===== src/rtl/bus_host_arbiter.sv =====
// Round-robin arbiter that shares one device port among NrHosts request/response hosts.
// Only one transaction can be outstanding at a time. A missing response is ended by a timeout that reports an error.
module bus_host_arbiter #(
  parameter int NrHosts       = 2,
  parameter int AddrWidth     = 32,
  parameter int DataWidth     = 32,
  parameter int TimeoutCycles = 255
) (
  input  logic                                clk_sys_i,
  input  logic                                rst_sys_ni,
  input  logic [NrHosts-1:0]                  host_req_i,
  output logic [NrHosts-1:0]                  host_gnt_o,
  input  logic [NrHosts-1:0][AddrWidth-1:0]   host_addr_i,
  input  logic [NrHosts-1:0]                  host_we_i,
  input  logic [NrHosts-1:0][DataWidth/8-1:0] host_be_i,
  input  logic [NrHosts-1:0][DataWidth-1:0]   host_wdata_i,
  output logic [NrHosts-1:0]                  host_rvalid_o,
  output logic [NrHosts-1:0][DataWidth-1:0]   host_rdata_o,
  output logic [NrHosts-1:0]                  host_err_o,
  output logic                                dev_req_o,
  output logic                                dev_we_o,
  output logic [AddrWidth-1:0]                dev_addr_o,
  output logic [DataWidth/8-1:0]              dev_be_o,
  output logic [DataWidth-1:0]                dev_wdata_o,
  input  logic                                dev_gnt_i,
  input  logic                                dev_rvalid_i,
  input  logic                                dev_err_i,
  input  logic [DataWidth-1:0]                dev_rdata_i
);

  localparam int IdxW = (NrHosts > 1) ? $clog2(NrHosts) : 1;
  localparam logic [15:0]     TimeoutLast = 16'(TimeoutCycles - 1);
  localparam logic [IdxW-1:0] LastInit    = IdxW'(NrHosts - 1);

  typedef enum logic [1:0] {ST_IDLE, ST_HOLD, ST_RESP} state_e;

  state_e          state_q, state_d;
  logic [IdxW-1:0] owner_q, owner_d;
  logic [IdxW-1:0] last_q, last_d;
  logic [15:0]     cnt_q, cnt_d;
  logic [IdxW-1:0] sel_idx, cand, cur_idx;
  logic            sel_found;
  logic            timeout;
  logic            rdata_zero;

  // Search starts just after the last granted host, so every requester is served in turn.
  always_comb begin
    sel_found = 1'b0;
    sel_idx   = '0;
    cand      = '0;
    for (int k = 1; k <= NrHosts; k++) begin
      cand = IdxW'((int'(last_q) + k) % NrHosts);
      if (!sel_found && host_req_i[cand]) begin
        sel_found = 1'b1;
        sel_idx   = cand;
      end
    end
  end

  assign cur_idx     = (state_q == ST_IDLE) ? sel_idx : owner_q;
  assign dev_addr_o  = host_addr_i[cur_idx];
  assign dev_we_o    = host_we_i[cur_idx];
  assign dev_be_o    = host_be_i[cur_idx];
  assign dev_wdata_o = host_wdata_i[cur_idx];
  assign timeout     = (cnt_q == TimeoutLast);

  always_ff @(posedge clk_sys_i or negedge rst_sys_ni) begin
    if (!rst_sys_ni) begin
      state_q <= ST_IDLE;
      owner_q <= '0;
      last_q  <= LastInit;
      cnt_q   <= '0;
    end else begin
      state_q <= state_d;
      owner_q <= owner_d;
      last_q  <= last_d;
      cnt_q   <= cnt_d;
    end
  end

  always_comb begin
    state_d       = state_q;
    owner_d       = owner_q;
    last_d        = last_q;
    cnt_d         = '0;
    dev_req_o     = 1'b0;
    host_gnt_o    = '0;
    host_rvalid_o = '0;
    host_err_o    = '0;
    rdata_zero    = 1'b0;
    case (state_q)
      ST_IDLE: begin
        if (sel_found) begin
          dev_req_o           = 1'b1;
          owner_d             = sel_idx;
          host_gnt_o[sel_idx] = dev_gnt_i;
          if (dev_gnt_i) begin
            state_d = ST_RESP;
            last_d  = sel_idx;
          end else begin
            state_d = ST_HOLD;
          end
        end
      end
      ST_HOLD: begin
        // The owner withdrawing its request abandons the transfer without a grant.
        if (!host_req_i[owner_q]) begin
          state_d = ST_IDLE;
        end else begin
          dev_req_o           = 1'b1;
          host_gnt_o[owner_q] = dev_gnt_i;
          if (dev_gnt_i) begin
            state_d = ST_RESP;
            last_d  = owner_q;
          end
        end
      end
      ST_RESP: begin
        cnt_d = cnt_q + 16'd1;
        if (dev_rvalid_i) begin
          host_rvalid_o[owner_q] = 1'b1;
          host_err_o[owner_q]    = dev_err_i;
          state_d                = ST_IDLE;
          cnt_d                  = '0;
        end else if (timeout) begin
          host_rvalid_o[owner_q] = 1'b1;
          host_err_o[owner_q]    = 1'b1;
          rdata_zero             = 1'b1;
          state_d                = ST_IDLE;
          cnt_d                  = '0;
        end
      end
      default: state_d = ST_IDLE;
    endcase
  end

  always_comb begin
    for (int i = 0; i < NrHosts; i++) begin
      host_rdata_o[i] = rdata_zero ? '0 : dev_rdata_i;
    end
  end

endmodule


===== config.mk =====
export PLATFORM = sky130hd
export DESIGN_NAME = bus_host_arbiter
export DESIGN_NICKNAME = d
export VERILOG_FILES = /design/src/rtl/bus_host_arbiter.sv
export SDC_FILE = /design/constraint.sdc
export NUM_CORES = 1
export LEC_CHECK = 0
export BUFFER_PORTS_ARGS = -buffer_cell sky130_fd_sc_hd__buf_2
export CAP_MARGIN = 20
export CORE_AREA = 2 2 122 124
export DETAILED_ROUTE_END_ITERATION = 10
export DIE_AREA = 0 0 124 126
export GPL_TIMING_DRIVEN = 0
export PLACE_DENSITY = 0.55
export SYNTH_ARGS = -nofsm -noshare
export SYNTH_HDL_FRONTEND = slang
export SYNTH_SLANG_ARGS = --single-unit

===== constraint.sdc =====
create_clock -name clk_sys_i -period 1.6 [get_ports clk_sys_i]
set_input_delay 0.08 -clock clk_sys_i [delete_from_list [all_inputs] [get_ports clk_sys_i]]
set_output_delay 0.08 -clock clk_sys_i [all_outputs]
set_load 0.01 [all_outputs]

==> reports/qor.csv, run 1 <==
metric,value,unit
cp_data_required_time,1.52,ns
port_buffers,316,
slew_viol_final,0,
setup_violations,147,
drc,0,
antenna_found_initial,3,
dpl_cell_area,4220,sq um
crit_slowest_cell,dfrtp_1,
clockPowerShare,8.5,%
vias_per_cell,4.13,
tritoncts,built,
die-area,15600,sq um
maxSlewHeadroom,70.2,%
crit_family,simple AND/OR/NAND/NOR gates,
cpPeakStageDelay,0.37,ns
fp.dieH,126,microns
worstSetupEndpointType,output pin,
antenna_left,0,
yosys_warnings,0,
wire_per_inst,17.5,microns
startpoint_type,flip-flop,
grt_usage,15.0,%
rsz0062_at_grt,true,
area_growth,156,%
cts_htree_levels,1,
globalplace.congestion,0.860,
crit_type,reg -> out,
grt_max_degree,21,
path_cells,inv_1 -> ha_2 -> nor4b_4 -> nand4_4 -> nor3_4 -> buf_12 -> clkbuf_16 -> nor2b_4 -> buf_6 -> buf_6,
numCtsBuffers,3,
violations,negative setup slack,
p_leak,3.28,nW
intPower,3.98,mW
synthCells,260,
setup_slack,-0.514,ns
status,"finished, violations left",
worstSkewPairLatency,0.25,ns
fin_nets,790,
crit_arrival,2.03,ns
pwr-share-comb,81.6,%
critPathBufInv,5,
regToRegSetupSlack,-0.07,ns
swShare,34.3,%
skew,0.00464,ns
first_iter_violations,117,
dr.pass1.iters,4,
power_density,982,nW/um^2
grt_pass1_wl,17700,microns
hold_viol,0,
vias,3293,
cts.sinks,20,
crit_fanout,8,
peakVddDrop,0.471,mV
min_period,2.11,ns
yosysUniqueCellTypes,34,
cts_max_path_buffers,2,
syn_nets,439,
synth_area,2410,sq um
p_sw,2.08,mW
fmax,473,MHz
overflow,0,
fin_crit_sh,132,%
seqPwrFrac,9.9,%
synth-seq-cells,20,
hpwl,10100,microns
start_util,16.8,%
dieWidth,124,microns
ios,317,
max_cap_violations,0,
design_area,6170,sq um
grt_pass1_vias,3184,
p_total,6.06,mW
seq_area_frac_synth,20.9,%
worstMarginPinSlew,0.447,ns
cp_common_cell,buf_6,
avgSynthCellArea,9.25,sq um
cts-root-buf,clkbuf_16,
fp-row-count,44,
drive_above_1_share,84.1,%
min_path_type,in -> reg,
wl,14000,microns
core,14300,sq um
path_clk_slew,0.05,ns
==> power groups by stage <==
| stage | registers, mW | logic [mW] | clock network (mW) |
|---|---|---|---|
| floorplan | 0.597 | 1.66 | 0 |
| global placement | 0.619 | 2.67 | 0 |
| detailed placement | 0.618 | 2.68 | 0 |
| CTS | 0.603 | 4.89 | 0.535 |
| global route | 0.602 | 5.18 | 0.555 |
| finish | 0.597 | 4.94 | 0.518 |
==> layout make-up <==
class,count,area (sq um)
well taps,184,230
inverters,3,11.3
plain buffers,42,490
diodes,3,7.51
multi-input cells,194,2080
repair buffers,347,2770
flip-flops and latches,20,504
clock buffers,4,78.8
fillers,1362,8150
==> worst reg2reg max path, delay by kind of cell (launching register included) <==
family | cells | cell delay (ns)
fa+ha+maj | 1 | 0.16
buf+inv | 4 | 0.50
flops | 1 | 0.37
simple gates | 4 | 0.54
==> final timing paths <==
check	cells after the start	endpoint	from
worst min-delay path	2	state_q[0]	dev_gnt_i
max in group asynchronous	2	last_q	rst_sys_ni
worst max register to register	9	cnt_q[0]	cnt_q[0]
worst min register to register	2	cnt_q[15]	cnt_q[15]
min in group asynchronous	2	cnt_q[10]	rst_sys_ni
worst max-delay path	10	host_rdata_o[34]	cnt_q[0]
==> layout by cell type (no fill, tap or decap), types with 4 or more instances in the layout <==
cell         n
clkbuf_16    8
buf_4       23
mux2_4      69
buf_6      136
buf_2      203
nor2_1      24
nand3_1      6
nor2b_4     22
xor2_1       5
buf_12      12
nand4_1      4
nor2b_2     10
buf_8        7
xnor2_1      8
dfrtp_1     17
nor3_1       5
nand2_1      9
==> cell usage after synthesis <==
master / number / area [sq um]
o21a_1: 1 / 7.51
ha_1: 2 / 25.0
nand2b_1: 2 / 12.5
o22ai_1: 1 / 6.26
nor3_2: 1 / 10.0
nand3_1: 6 / 30.0
nor2b_1: 34 / 213
nor4_1: 2 / 12.5
a21oi_1: 2 / 10.0
a21boi_0: 1 / 7.51
nor2_1: 25 / 93.8
dfrtp_1: 19 / 475
nand2_1: 11 / 41.3
a31oi_4: 1 / 21.3
o21ai_0: 3 / 15.0
or4_1: 1 / 7.51
and4_4: 2 / 22.5
nor2_2: 1 / 6.26
nor3_1: 7 / 35.0
o31ai_1: 1 / 7.51
nor4b_2: 1 / 15.0
or2_2: 1 / 6.26
nand4_2: 1 / 12.5
nand4_1: 4 / 25.0
mux2_1: 6 / 67.6
buf_4: 35 / 263
xnor2_1: 8 / 70.1
dfstp_2: 1 / 26.3
xor2_1: 5 / 43.8
buf_6: 7 / 78.8
and4bb_2: 1 / 12.5
buf_2: 1 / 5.00
inv_1: 3 / 11.3
mux2_2: 63 / 709
==> through the flow <==
stage / instances / setup WS (ns) / hold WS [ns] / setup TNS [ns] / util (%)
2_1_floorplan: 260 / -0.0561 / -0.216 / -1.68 / -
3_3_place_gp: 760 / -0.408 / 0.0570 / -39.07 / 29.5
3_5_place_dp: 760 / -0.422 / 0.0576 / -40.77 / 29.5
4_1_cts: 789 / -0.533 / 0.0104 / -58.24 / 38.2
5_1_grt: 796 / -0.661 / 0.0204 / -69.30 / 43.1
6_report: 797 / -0.514 / 0.00983 / -53.51 / 43.1
==> what timing repair did <==
| action | 4_1_cts | 5_1_grt |
|---|---|---|
| hold buffers | 1 | 0 |
| endpoints found under the hold margin | 19 | 0 |
| gates cloned | 7 | 5 |
| endpoints found under the setup margin | 154 | 149 |
| setup buffers | 17 | 6 |
| pin swaps | 5 | 4 |
| gates resized for setup | 170 | 152 |
==> cells by family (layout without fill, tap and decap cells) <==
logic type / after synthesis / count (layout) / synth area share [%]
flops: 20 / 20 / 20.9
mux: 69 / 69 / 32.3
xor+xnor: 13 / 13 / 4.73
buf+inv: 46 / 396 / 14.9
fa+ha+maj: 2 / 2 / 1.04
simple gates: 100 / 100 / 23.1
other cells: 0 / 3 / 0
compound gates: 10 / 10 / 3.12
==> state kept, by name, indices dropped and copies added (netlist names) <==
signal and count:
state_q 2, last_q 1, cnt_q 16, owner_q 1
==> metal layers <==
| metal | vias up | wire, microns | global-route usage, % |
|---|---|---|---|
| met4 | 0 | 209 | 3.50 |
| met3 | 16 | 863 | 2.08 |
| met2 | 126 | 7810 | 28.8 |
| met5 | - | 0 | 0 |
| met1 | 1582 | 5090 | 17.1 |
| li1 | 1569 | - | - |
(Power assumes the default switching activity.)
==> run 2, diff against run 1 <==
--- a/config.mk
+++ b/config.mk
@@ -11,4 +11,5 @@
 export DETAILED_ROUTE_END_ITERATION = 10
 export DIE_AREA = 0 0 124 126
+export GPL_ROUTABILITY_DRIVEN = 0
 export GPL_TIMING_DRIVEN = 0
 export PLACE_DENSITY = 0.55
==> constraint.sdc (replaced) <==
create_clock -name clk_sys_i -period 1.6 [get_ports clk_sys_i]
set_input_delay 0.08 -clock clk_sys_i [delete_from_list [all_inputs] [get_ports clk_sys_i]]
set_output_delay 0.08 -clock clk_sys_i [all_outputs]
set_load 0.005 [all_outputs]
==> reports/qor.csv, run 2 (synthesis gave the netlist of run 1 again) <==
metric,value,unit
status,"finished, violations left",
violations,negative setup slack,
fin_nets,787,
wire_per_inst,16.7,microns
path_clk_slew,0.05,ns
worstSetupEndpointType,output pin,
pwr-share-comb,80.6,%
final_cell_mix,"buf_2 (247), buf_6 (72), mux2_4 (69)",
final_util,38.8,%
tritoncts,built,
reg.largest.list,"cnt_q (16), state_q (2)",
top_register,cnt_q,
vias,3210,
grt_pass1_wl,17800,microns
worstMarginPinSlew,0.447,ns
cts_htree_levels,1,
drive_above_1_share,78.4,%
drc,0,
hold_viol,0,
fp-row-count,44,
numCtsBuffers,3,
grt_usage,15.0,%
cts_max_path_buffers,2,
cts-root-buf,clkbuf_16,
area_growth,131,%
vias_per_cell,4.04,
clockPowerShare,9.0,%
grt_pass1_vias,3176,
worstSkewPairLatency,0.25,ns
antenna_found_initial,3,
first_iter_violations,83,
min_period,2.06,ns
min_path_type,in -> reg,
crit_type,reg -> out,
p_total,5.73,mW
fmax,485,MHz
setup_violations,154,
layout_commonest_cell,buf_2,
dieWidth,124,microns
wl,13200,microns
fp.dieH,126,microns
fin_crit_sh,129,%
p_sw,1.82,mW
crit_fanout,10,
core,14300,sq um
overflow,0,
grt_max_degree,21,
rsz0062_at_grt,true,
startpoint_type,flip-flop,
cp_data_required_time,1.52,ns
seqPwrFrac,10.4,%
hpwl,10100,microns
ios,317,
antenna_left,0,
swShare,31.7,%
dr.pass1.iters,4,
p_leak,3.00,nW
max_cap_violations,0,
skew,0.00473,ns
cts.sinks,20,
largest_reg_flops,16,
fill_cells,1442,
maxSlewHeadroom,70.2,%
crit_arrival,1.98,ns
intPower,3.91,mW
slew_viol_final,0,
setup_slack,-0.464,ns
die-area,15600,sq um
start_util,16.8,%
port_buffers,316,
peakVddDrop,0.466,mV
power_density,1030,nW/um^2
whs,0.0115,ns
run 2: cell count changes in the layout (fill, tap and decap cells not counted), moves of 9 or more:
cell,delta
nor2b_2,-9
buf_4,+20
buf_6,-64
buf_2,+44
nor2b_1,+31
nor2b_4,-22
run 2: worst paths after layout:
check,cells past startpoint,slack [ns],from,end
min,2,0.01,dev_gnt_i,state_q[0]
min in group asynchronous,2,0.30,rst_sys_ni,cnt_q[10]
min reg2reg,2,0.54,cnt_q[1],cnt_q[1]
max in group asynchronous,2,0.95,rst_sys_ni,last_q
max,10,-0.46,cnt_q[0],host_rdata_o[43]
max reg2reg,10,-0.19,cnt_q[0],cnt_q[0]
run 2: layout make-up:
class	instances	area [sq um]	area share, %
repair buffers	343	2420	43.6
multi-input cells	194	1880	33.9
flip-flops and latches	20	504	9.09
plain buffers	43	417	7.51
well taps	184	230	4.15
clock buffers	4	78.8	1.42
inverters	3	11.3	0.203
diodes	3	7.51	0.135
run 2: worst max-delay path: stages (launching register included):
cell     delay (ns)
dfrtp_1        0.37
inv_1          0.06
ha_1           0.14
nor4b_4        0.24
nand4_4        0.16
nor3_4         0.17
buf_12         0.15
buf_8          0.12
nor2b_1        0.07
buf_4          0.13
buf_2          0.12
run 2: timing repair:
action                     CTS  global route
pin swaps                    5             5
hold endpoints to repair    19             0
gates cloned                 7             2
setup buffers               15             6
setup endpoints to repair  154           150
resized for setup          161            24
hold buffers                 1             0
run 2: power by group through the flow:
stage,combinational (mW),clock (mW),sequential [mW]
after global placement,2.43,0,0.619
after floorplan,1.42,0,0.597
after global routing,4.85,0.555,0.602
after detailed placement,2.44,0,0.618
final,4.62,0.516,0.597
after CTS,4.59,0.535,0.603
run 2: stage by stage:
stage	worst slack, ns	instances	area, sq um	TNS [ns]
5_1_grt	-0.640	793	5550	-68.72
3_3_place_gp	-0.395	760	4220	-37.36
4_1_cts	-0.520	787	5440	-56.82
3_5_place_dp	-0.409	760	4220	-39.05
6_report	-0.464	794	5550	-51.37
2_1_floorplan	-0.0221	260	2410	-0.663
run 2: routing by layer:
metal	track usage [%]	wire, microns	share of wire (%)	up-vias
met4	2.91	162	1.2	0
met1	17.4	5170	39	1519
met2	29.1	7140	54	116
li1	-	-	-	1565
met3	1.81	760	5.7	10
met5	0	0	0	-
